**config.mk**
```make
export PLATFORM = sky130hd
export DESIGN_NAME = shared_reg_arb_flat
export DESIGN_NICKNAME = d
export VERILOG_FILES = /design/src/rtl/shared_reg_arb_pkg.sv /design/src/rtl/shared_reg_arb_if.sv /design/src/rtl/dff_en.sv /design/src/rtl/shared_reg_arb_rr_pick.sv /design/src/rtl/shared_reg_arb.sv /design/src/flat_wrapper.sv
export SDC_FILE = /design/constraint.sdc
export NUM_CORES = 1
export LEC_CHECK = 0
export BUFFER_PORTS_ARGS = -buffer_cell sky130_fd_sc_hd__clkbuf_2
export CAP_MARGIN = 20
export CORE_MARGIN = 3
export CORE_UTILIZATION = 47
export DETAILED_ROUTE_END_ITERATION = 8
export GPL_TIMING_DRIVEN = 0
export PLACE_DENSITY_LB_ADDON = 0.25
export SETUP_SLACK_MARGIN = 0.02
export SYNTH_ARGS = -nofsm -noshare
export SYNTH_HDL_FRONTEND = slang
export SYNTH_SLANG_ARGS = --single-unit
```
**constraint.sdc**
```tcl
create_clock -name clk -period 4.2 [get_ports clk]
set_input_delay 0.84 -clock clk [delete_from_list [all_inputs] [get_ports clk]]
set_output_delay 0.84 -clock clk [all_outputs]
set_load 0.01 [all_outputs]
```
**src/rtl/shared_reg_arb_pkg.sv**
```systemverilog
// Shared constants and the requester-index width helper, so every block
// agrees on how a requester identity (owner, ptr, winner) is encoded.
package shared_reg_arb_pkg;

   localparam int DEF_NREQ  = 4;
   localparam int DEF_WIDTH = 4;

   // Width of a requester index; never narrower than one bit.
   function automatic int idx_w(input int n);
      return (n <= 2) ? 1 : $clog2(n);
   endfunction

endpackage

```
**src/rtl/shared_reg_arb_if.sv**
```systemverilog
// Requester-side bus of the shared register arbiter: requests, write data,
// per-requester acknowledge and the exported register view.
interface shared_reg_arb_if
   import shared_reg_arb_pkg::*;
#(
   parameter int NREQ  = DEF_NREQ,
   parameter int WIDTH = DEF_WIDTH
);

   localparam int IDW = idx_w(NREQ);

   // Handshake: req[i] acts as valid and gnt[i] as a one-cycle acknowledge.
   // Requester i keeps req[i] and its wdata slice stable until it sees gnt[i];
   // in the gnt cycle it may drop req[i] or keep it high for another write,
   // which becomes eligible one cycle after the acknowledge.
   logic [NREQ-1:0]       req;
   logic [NREQ*WIDTH-1:0] wdata;
   logic [NREQ-1:0]       gnt;
   logic [WIDTH-1:0]      q;
   logic [IDW-1:0]        owner;
   logic                  q_valid;

   modport master (
      output req,
      output wdata,
      input  gnt,
      input  q,
      input  owner,
      input  q_valid
   );

   modport slave (
      input  req,
      input  wdata,
      output gnt,
      output q,
      output owner,
      output q_valid
   );

endinterface

```
**src/rtl/dff_en.sv**
```systemverilog
// Enabled register with synchronous active-low clear.
module dff_en #(
   parameter int W = 1
) (
   input  logic         clk,
   input  logic         rst_n,
   input  logic         en,
   input  logic [W-1:0] d,
   output logic [W-1:0] q
);

   logic [W-1:0] q_d;
   logic [W-1:0] q_q;

   always_comb begin
      q_d = q_q;
      if (en) begin
         q_d = d;
      end
   end

   always_ff @(posedge clk) begin
      if (!rst_n) begin
         q_q <= '0;
      end else begin
         q_q <= q_d;
      end
   end

   assign q = q_q;

endmodule

```
**src/rtl/shared_reg_arb_rr_pick.sv**
```systemverilog
// Round-robin pick: first eligible index scanning from ptr upward with wrap.
module rr_pick
   import shared_reg_arb_pkg::*;
#(
   parameter int NREQ = DEF_NREQ,
   parameter int IDW  = idx_w(DEF_NREQ)
) (
   input  logic [NREQ-1:0] elig,
   input  logic [IDW-1:0]  ptr,
   output logic            found,
   output logic [IDW-1:0]  win
);

   always_comb begin
      int             idx;
      logic [IDW-1:0] idx_v;
      found = 1'b0;
      win   = '0;
      idx   = 0;
      idx_v = '0;
      // Offset k walks the rotated vector; the first hit is the winner.
      for (int k = 0; k < NREQ; k++) begin
         idx = int'(ptr) + k;
         if (idx >= NREQ) begin
            idx = idx - NREQ;
         end
         idx_v = IDW'(idx);
         if (!found && elig[idx_v]) begin
            found = 1'b1;
            win   = idx_v;
         end
      end
   end

endmodule

```
**src/rtl/shared_reg_arb.sv**
```systemverilog
// Round-robin write arbiter in front of one shared register: one winner per
// cycle loads its data, receives a one-cycle gnt and becomes the owner.
module shared_reg_arb
   import shared_reg_arb_pkg::*;
#(
   parameter int NREQ  = DEF_NREQ,
   parameter int WIDTH = DEF_WIDTH
) (
   input  logic            clk,
   input  logic            rst_n,
   shared_reg_arb_if.slave bus
);

   localparam int IDW = idx_w(NREQ);

   logic [NREQ-1:0]  gnt_d,     gnt_q;
   logic [IDW-1:0]   owner_d,   owner_q;
   logic             q_valid_d, q_valid_q;
   logic [IDW-1:0]   ptr_d,     ptr_q;

   logic [NREQ-1:0]  elig;
   logic             found;
   logic [IDW-1:0]   win;
   logic [WIDTH-1:0] wsel;
   logic [WIDTH-1:0] q_w;

   // Masking the requester acknowledged this cycle prevents a double write
   // when it still holds req during its gnt cycle.
   assign elig = bus.req & ~gnt_q;

   rr_pick #(
      .NREQ (NREQ),
      .IDW  (IDW)
   ) u_pick (
      .elig  (elig),
      .ptr   (ptr_q),
      .found (found),
      .win   (win)
   );

   assign wsel = bus.wdata[int'(win)*WIDTH +: WIDTH];

   dff_en #(
      .W (WIDTH)
   ) u_q (
      .clk   (clk),
      .rst_n (rst_n),
      .en    (found),
      .d     (wsel),
      .q     (q_w)
   );

   always_comb begin
      gnt_d     = '0;
      owner_d   = owner_q;
      q_valid_d = q_valid_q;
      ptr_d     = ptr_q;
      if (found) begin
         gnt_d     = NREQ'(1) << win;
         owner_d   = win;
         q_valid_d = 1'b1;
         ptr_d     = (win == IDW'(NREQ - 1)) ? '0 : win + IDW'(1);
      end
   end

   always_ff @(posedge clk) begin
      if (!rst_n) begin
         gnt_q     <= '0;
         owner_q   <= '0;
         q_valid_q <= 1'b0;
         ptr_q     <= '0;
      end else begin
         gnt_q     <= gnt_d;
         owner_q   <= owner_d;
         q_valid_q <= q_valid_d;
         ptr_q     <= ptr_d;
      end
   end

   assign bus.gnt     = gnt_q;
   assign bus.q       = q_w;
   assign bus.owner   = owner_q;
   assign bus.q_valid = q_valid_q;

   a_gnt_onehot : assert property (@(posedge clk) $onehot0(gnt_q));
   a_rst_clear  : assert property (@(posedge clk) !rst_n |=> (gnt_q == '0));

endmodule

```
**src/flat_wrapper.sv**
```systemverilog
// flat-port wrapper written by rule: the top's interface ports become plain ports
module shared_reg_arb_flat import shared_reg_arb_pkg::*;
#(
   parameter int NREQ  = DEF_NREQ,
   parameter int WIDTH = DEF_WIDTH
)
  (clk, rst_n, bus_req, bus_wdata, bus_gnt, bus_q, bus_owner, bus_q_valid);
  shared_reg_arb_if #(.NREQ(NREQ), .WIDTH(WIDTH)) bus_i ();
  input  logic clk;
  input  logic rst_n;
  input wire logic [$bits(bus_i.req)-1:0] bus_req;
  input wire logic [$bits(bus_i.wdata)-1:0] bus_wdata;
  output wire logic [$bits(bus_i.gnt)-1:0] bus_gnt;
  output wire logic [$bits(bus_i.q)-1:0] bus_q;
  output wire logic [$bits(bus_i.owner)-1:0] bus_owner;
  output wire logic [$bits(bus_i.q_valid)-1:0] bus_q_valid;
  assign bus_i.req = bus_req;
  assign bus_i.wdata = bus_wdata;
  assign bus_gnt = bus_i.gnt;
  assign bus_q = bus_i.q;
  assign bus_owner = bus_i.owner;
  assign bus_q_valid = bus_i.q_valid;
  shared_reg_arb #(.NREQ(NREQ), .WIDTH(WIDTH)) u_core (.clk(clk), .rst_n(rst_n), .bus(bus_i));
endmodule
```
==> results of run 1 <==
-- synthesized netlist by cell type, types with 2 or more instances --
| master | count | area (µm²) |
|---|---|---|
| mux2i_1 | 8 | 80.1 |
| nand2b_1 | 2 | 12.5 |
| o221ai_1 | 4 | 35.0 |
| dfxtp_1 | 13 | 260 |
| nor2_1 | 8 | 30.0 |
| nor2b_1 | 3 | 18.8 |
| inv_1 | 2 | 7.51 |
| a21oi_1 | 3 | 15.0 |
| nand2_1 | 4 | 15.0 |
| and2b_1 | 2 | 15.0 |
| nand3_1 | 5 | 25.0 |
-- logic make-up after synthesis --
| logic type | Yosys count |
|---|---|
| AO/OA/AOI/OAI | 13 |
| AND/OR/NAND/NOR | 31 |
| XOR/XNOR | 1 |
| flip-flops | 13 |
| buffers and inverters | 3 |
| multiplexers | 8 |
-- worst paths after layout --
check	cells after the start	slack, ns	endpoint
worst max-delay path	6	2.18	u_core.u_q.q[0]
worst min-delay path	2	0.46	u_core.bus.owner[0]
worst max register to register	4	2.46	u_core.u_q.q[0]
worst min register to register	2	0.46	u_core.bus.owner[0]
-- through the flow --
stage	cell area (µm²)	utilization, %
3_5_place_dp	857	64.3
4_1_cts	883	66.2
2_1_floorplan	678	-
5_1_grt	883	66.2
6_report	883	66.2
3_3_place_gp	857	64.3
-- per-layer routing --
metal / wire length (µm) / track usage, %
met3: 108 / 5.39
met2: 757 / 29.7
met4: 19 / 7.23
met1: 706 / 21.2
met5: 0 / 0
-- critical path, stage by stage --
cell and delay, ns:
clkbuf_2 0.09, nor2b_1 0.37, a21oi_1 0.15, o32ai_2 0.25, nand3_1 0.28, o221ai_1 0.25
-- area by class of cell --
class	count	share of cell area [%]
inverter	2	0.850
tap	15	2.12
multi-input combinational	53	45.9
sequential	13	29.5
timing repair buffer	32	18.1
clock buffer	4	2.97
buffer	1	0.567
-- sequential cells by signal (all words and copies together) (netlist names) --
name,cells
u_core.u_q.q,4
u_core.bus.owner,2
u_core.bus.q_valid,1
u_core.bus.gnt,4
u_core.ptr_q,2
-- layout by cell type (no fill, tap or decap) --
master / netlist / final
nor3_2: 1 / 1
nand2b_1: 2 / 2
nand2_1: 4 / 4
or4_4: 1 / 1
nor4_4: 1 / 1
o211ai_1: 1 / 1
clkbuf_2: 0 / 32
a21oi_1: 3 / 3
o221ai_1: 4 / 4
nor2b_1: 3 / 3
buf_2: 1 / 1
and2_1: 1 / 1
and2b_1: 2 / 2
clkbuf_4: 0 / 3
and3b_4: 1 / 1
o211ai_2: 1 / 1
nand3_1: 5 / 5
mux2i_1: 8 / 8
dfxtp_1: 13 / 13
clkbuf_1: 0 / 1
a21oi_2: 1 / 1
o32ai_2: 1 / 1
nor2_1: 8 / 8
nor2b_2: 1 / 1
o211ai_4: 1 / 1
or3_1: 1 / 1
xnor2_1: 1 / 1
inv_1: 2 / 2
a211oi_1: 1 / 1
-- power groups by stage --
stage | Sequential (mW) | Clock (mW) | Combinational, mW
floorplan | 0.207 | 0 | 0.162
global placement | 0.193 | 0 | 0.242
detailed placement | 0.194 | 0 | 0.247
CTS | 0.192 | 0.0799 | 0.248
global route | 0.199 | 0.0852 | 0.267
finish | 0.193 | 0.0801 | 0.246
==> results.yml, run 1 <==
setup_path:
  cp-end-kind: "flop"
  required_ns: 4.41
  critPathLaunchType: "input port"
  crit_start: "bus_req[0]"
  critPathMaxFanout: 6
  worstPathArrival_ns: 2.23
  rr_startpoint: "u_core.bus.gnt[3]"
  crit_type: "input port to flop"
floorplanning:
  start_util_pct: 50.8
  dieArea_mm2: 0.00193
  core-area_mm2: 0.00133
  die_w_um: 44.0
  ios: 33
  row_count: 13
  die_h_um: 44.0
final_layout:
  layout-drive-gt1-share_pct: 42.9
  multi_input_area_um2: 405
  final_nets: 128
  regArea_um2: 260
  instances_no_fill: 120
  diodes: 0
  nFillCells: 120
  areaGrowthSynthToFinish_pct: 30.3
pwr:
  intPower_mw: 0.315
  power.switching_mw: 0.204
  ir_worst_vdd_mv: 0.347
  powerDensity_mw_per_mm2: 587
  seq_power_share_pct: 37.2
  totalPowerFinal_mw: 0.519
  clkPwrFrac_pct: 15.4
  switching_share_pct: 39.3
  p_leak_nw: 0.421
  power_frac_comb_pct: 47.4
logic_synthesis:
  synth-main-ff-cell: "dfxtp_1"
  ys_seq_area_share_pct: 38.4
  synth-simple-area-share_pct: 28.4
  synth_fp_nets: 91
  synth-edff-count: 0
  synth_xor_area_share_pct: 1.29
  synth_fa_ha_area_share_pct: 0
  ys_ff_latch: 13
  syn_avg_cell_area_um2: 9.83
  async_reset_ff_share_pct: 0
  synth_compound_area_share_pct: 18.3
  synth_mux_area_share_pct: 11.8
  synth_top_family_by_area: "simple AND/OR/NAND/NOR gates"
  netlist_area_um2: 678
  ys_types: 26
  synthCells: 69
  ys.warnings.count: 0
global_routing:
  grt_overflow_total: 0
  grt_usage_pct: 17.9
  grt_max_degree: 11
  antenna_found_initial: 0
  grt_first_pass_wirelength_um: 2570
  grt_pass1_vias: 608
placement:
  pre_cts_ws_ns: 1.87
  numPortBuffers: 32
  dpl.hpwl_um: 1230
  gp_routability_congestion: 0.720
  post-place-cells: 116
sta:
  worst_slack_ns: 2.18
  worstMarginPinSlew_ns: 0.451
  hold_viol: 0
  fmax_mhz: 494
  period_minus_slack_ns: 2.02
  rsz0062_at_grt: "false"
  tns_ns: 0
  fin_worst_skew_ns: 0.00252
  setup_viol: 0
  slew_headroom_pct: 69.7
  period_share_pct: 48.2
  holdWs_ns: 0.460
  drv_slew: 0
detailed_routing:
  via_count: 651
  drc: 0
  drt-total-wl_um: 1590
  detail_route.wl_per_cell_um: 13.3
  routed_via_density: 5.43
  dr.first_iter.drc_count: 10
  drtAntennaViolNets: 0
  dr.pass1.iters: 4
clock_network:
  cts_tree: "yes"
  cts_hold_buffers: 0
  cts_buffers: 3
  clk_root_buffer_cell: "clkbuf_4"
  cts_setup_buffers: 0
  cts.repair.resized: 0
  ctsLongestPathBuffers: 2
  clk_transition_reported_paths_ns: 0.08
  clkSinkCount: 13
  worstSkewPairLatency_ns: 0.28
  h-tree-depth: 1
job:
  drv_cap: 0
worst_hold_path:
  hp-start: "u_core.bus.owner[0]"
  hold_class: "flop to flop"
outcome:
  status: "finished clean"
Note: power is estimated with default switching activity, not from simulation.
==> inputs of run 2 (changes only) <==
- CORE_UTILIZATION: 47 -> 43
- clock period: 4.2 -> 2 ns (I/O delays scaled with it)
==> run 2 against run 1 <==
Worst setup slack worse by 1.9 ns; via count is 1.2% lower; clock-buffer cell count stayed put; worst hold slack worse by 0.034 ns; register-to-register slack worse by 2.2 ns; critical path type is now flop to flop; critical path depth is 1 lower; utilization is 2.3 points lower; routed wire length is 2.8% lower; sequential power is 110% higher.
==> results.yml, run 2 (synthesis gave the netlist of run 1 again) <==
outcome:
  status: "finished clean"
floorplanning:
  core-area_mm2: 0.00138
  die_w_um: 45.7
  start_util_pct: 49.0
  row_count: 13
  ios: 33
  die_h_um: 45.7
  dieArea_mm2: 0.00209
job:
  drv_cap: 0
clock_network:
  clkSinkCount: 13
  worstSkewPairLatency_ns: 0.28
  cts_tree: "yes"
  clk_root_buffer_cell: "clkbuf_4"
  h-tree-depth: 1
  clk_transition_reported_paths_ns: 0.08
  cts_hold_buffers: 0
  cts_setup_buffers: 0
  ctsLongestPathBuffers: 2
  cts.repair.resized: 0
  cts_buffers: 3
sta:
  setup_viol: 0
  drv_slew: 0
  worstMarginPinSlew_ns: 0.495
  worst_slack_ns: 0.233
  slew_headroom_pct: 66.8
  fin_worst_skew_ns: 0.00439
  hold_viol: 0
  rsz0062_at_grt: "false"
  tns_ns: 0
  fmax_mhz: 566
  period_share_pct: 88.4
  period_minus_slack_ns: 1.77
global_routing:
  grt_first_pass_wirelength_um: 2640
  grt_overflow_total: 0
  met2_usage_pct: 28.7
  grt.met3_usage_pct: 3.16
  grt_use_met1_pct: 22.0
  antenna_found_initial: 0
  grt_usage_pct: 17.6
  grt_pass1_vias: 614
  grt-busiest-layer: "met2"
  grt_max_degree: 11
detailed_routing:
  drtAntennaViolNets: 0
  drc: 0
  via_count: 643
  dr.pass1.iters: 4
  routed_via_density: 5.36
  detail_route.wl_per_cell_um: 12.9
  dr.first_iter.drc_count: 7
  drt-total-wl_um: 1550
final_layout:
  layout-drive-gt1-share_pct: 42.9
  final_nets: 128
  final_cell_mix: "32 x clkbuf_2, 13 x dfxtp_1, 8 x nor2_1, 8 x mux2i_1, 5 x nand3_1"
  nFillCells: 127
  diodes: 0
  layout_commonest_cell: "clkbuf_2"
  areaGrowthSynthToFinish_pct: 30.3
setup_path:
  critPathLaunchType: "flop"
  crit_type: "flop to flop"
  worstPathArrival_ns: 1.92
  cp-end-kind: "flop"
  rrSetupSlack_ns: 0.23
  critPathMaxFanout: 7
  required_ns: 2.15
placement:
  pre_cts_ws_ns: 0.0774
  gp_routability_congestion: 0.759
  numPortBuffers: 32
  dpl.hpwl_um: 1270
pwr:
  totalPowerFinal_mw: 1.08
  ir_worst_vdd_mv: 0.615
  powerDensity_mw_per_mm2: 1220
  p_leak_nw: 0.421
worst_hold_path:
  hold_class: "input port to flop"
[run 2: cell counts in the layout (fill, tap and decap cells not counted)]
No cell type changed its count.
[run 2: area by class of cell]
| cell class | instances | area [µm²] | area share (%) |
|---|---|---|---|
| flip-flops and latches | 13 | 260 | 29.5 |
| multi-input cells | 53 | 405 | 45.9 |
| plain buffers | 1 | 5.00 | 0.567 |
| clock buffers | 4 | 26.3 | 2.97 |
| repair buffers | 32 | 160 | 18.1 |
| inverters | 2 | 7.51 | 0.850 |
| well taps | 15 | 18.8 | 2.12 |
[run 2: through the flow]
stage	cell area, µm²	hold slack [ns]	cells	utilization (%)
2_1_floorplan	678	0.481	69	-
3_3_place_gp	857	0.443	116	62.0
3_5_place_dp	857	0.460	116	62.0
4_1_cts	883	0.431	120	63.9
5_1_grt	883	0.448	120	63.9
6_report	883	0.426	120	63.9
[run 2: worst paths after layout]
| check | start | to | cells past startpoint |
|---|---|---|---|
| worst min-delay path | bus_wdata[5] | u_core.u_q.q[1] | 3 |
| worst max-delay path | u_core.bus.gnt[3] | u_core.u_q.q[3] | 5 |
| worst min register to register | u_core.bus.q_valid | u_core.bus.q_valid | 2 |
| worst max register to register | u_core.bus.gnt[3] | u_core.u_q.q[3] | 5 |
[run 2: power breakdown]
part | switching, mW | internal [mW] | total, mW
Combinational | 0.275 | 0.240 | 0.514
Sequential | 0.0594 | 0.344 | 0.403
Clock | 0.0871 | 0.0773 | 0.164
[run 2: worst max-delay path: stages (launching register included)]
cell and delay (ns):
dfxtp_1 0.33, and2b_1 0.29, nor4_4 0.55, or3_1 0.18, buf_2 0.16, o221ai_1 0.13
[run 2: per-layer routing]
layer,vias up,wire (µm)
met4,0,31
met2,29,753
met1,283,639
met3,4,123
met5,-,0
li1,327,-
==> inputs of run 3 (changes only) <==
- clock period: 2 -> 1.7 ns (I/O delays scaled with it)
==> run 3 against run 2 <==
Clock skew decreased by 0.0034 ns; sequential cell count unchanged; final cell count increased by 3.3%; first-iteration DRC count decreased by 43%; critical path type unchanged; clock-buffer cell count unchanged; die area unchanged; largest power group unchanged; sequential share of layout area decreased by 2.5 points; non-clock buffer count increased by 4; worst hold slack got worse by 0.064 ns.
==> results.yml, run 3 (synthesis gave the netlist of run 1 again) <==
final_layout:
  areaGrowthSynthToFinish_pct: 45.9
  diodes: 0
  layout-drive-gt1-share_pct: 56.0
  layout_commonest_cell: "clkbuf_2"
  fin_area_um2: 990
  final_nets: 132
  final_cell_mix: "32 x clkbuf_2, 10 x dfxtp_1, 8 x mux2i_1"
global_routing:
  grt_pass1_vias: 615
  antenna_found_initial: 0
  grt_max_degree: 11
  grt_usage_pct: 18.1
  grt_overflow_total: 0
  grt_first_pass_wirelength_um: 2700
placement:
  dpl.hpwl_um: 1270
  gp_routability_congestion: 0.759
  place_area_um2: 857
  numPortBuffers: 32
  pre_cts_ws_ns: -0.163
worst_hold_path:
  hold_depth: 3
  hold_class: "input port to flop"
sta:
  drv_slew: 0
  worstMarginPinSlew_ns: 0.382
  hold_viol: 0
  fmax_mhz: 611
  period_share_pct: 96.3
  slew_headroom_pct: 74.4
  period_minus_slack_ns: 1.64
  setup_viol: 0
  rsz0062_at_grt: "true"
  worst_slack_ns: 0.0636
  fin_worst_skew_ns: 0.000996
floorplanning:
  dieArea_mm2: 0.00209
  die_w_um: 45.7
  die_h_um: 45.7
  start_util_pct: 49.0
  core-area_mm2: 0.00138
  row_count: 13
  ios: 33
setup_path:
  critPathLaunchType: "flop"
  worstRegToRegCells: 6
  worstPathArrival_ns: 1.84
  critPathMaxFanout: 6
  cp-end-kind: "flop"
  rrSetupSlack_ns: 0.06
  required_ns: 1.90
  crit_type: "flop to flop"
clock_network:
  clk_root_buffer_cell: "clkbuf_4"
  clk_transition_reported_paths_ns: 0.08
  cts_tree: "yes"
  ctsLongestPathBuffers: 2
  worstSkewPairLatency_ns: 0.28
  cts_buffers: 3
  h-tree-depth: 1
  clkSinkCount: 13
detailed_routing:
  detail_route.wl_per_cell_um: 14.2
  dr.pass1.iters: 4
  routed_via_density: 5.48
  drt-total-wl_um: 1760
  via_count: 679
  drc: 0
  drtAntennaViolNets: 0
  dr.first_iter.drc_count: 4
pwr:
  powerDensity_mw_per_mm2: 1450
  p_leak_nw: 0.461
  ir_worst_vdd_mv: 0.803
  totalPowerFinal_mw: 1.44
job:
  drv_cap: 0
outcome:
  status: "finished clean"
## run 3: cell types whose count changed in the layout (fill, tap and decap cells not counted), moves of 2 or more
cell / delta
buf_4: +4
o221ai_1: -2
dfxtp_2: +2
dfxtp_1: -3
o221ai_2: +2
## run 3: area by class of cell
cell class	instances	area [µm²]
plain buffers	1	11.3
clock buffers	4	26.3
fillers	115	393
inverters	2	7.51
multi-input cells	53	469
flip-flops and latches	13	267
well taps	15	18.8
repair buffers	36	190
## run 3: through the flow
step                cells  hold slack [ns]  TNS [ns]  utilization [%]
floorplan              69            0.462         0                -
global placement      116            0.443    -0.425             62.0
detailed placement    116            0.460    -0.865             62.0
CTS                   121            0.371         0             66.2
global route          124            0.398   -0.0227             71.6
finish                124            0.362         0             71.6
## run 3: final timing paths
path,startpoint,end
min,bus_wdata[5],u_core.u_q.q[1]
max,u_core.ptr_q[1],u_core.u_q.q[3]
max reg2reg,u_core.ptr_q[1],u_core.u_q.q[3]
min reg2reg,u_core.bus.owner[0],u_core.bus.owner[0]
## run 3: timing repair
item	CTS	global route
setup buffers	1	3
gates resized for setup	5	15
hold buffers	0	0
endpoints found under the setup margin	8	7
pin swaps	2	4
hold endpoints to repair	0	0
## run 3: power by group
group | internal, mW | leakage (nW) | switching (mW)
clock network | 0.0911 | 0.0150 | 0.103
registers | 0.414 | 0.109 | 0.0775
logic | 0.370 | 0.337 | 0.383
total | 0.875 | 0.461 | 0.564
## run 3: critical path: stages, from the launching register on
cell and delay (ns):
dfxtp_4 0.37, and3b_4 0.21, nor3_4 0.14, o32ai_4 0.12, or3_4 0.40, buf_6 0.14, o221ai_1 0.17
## run 3: metal layers
metal	part of all wire, %	GRT usage (%)
met1	40	21.8
met2	52	31.5
met3	6.3	2.77
met4	1.3	7.39
met5	0	0
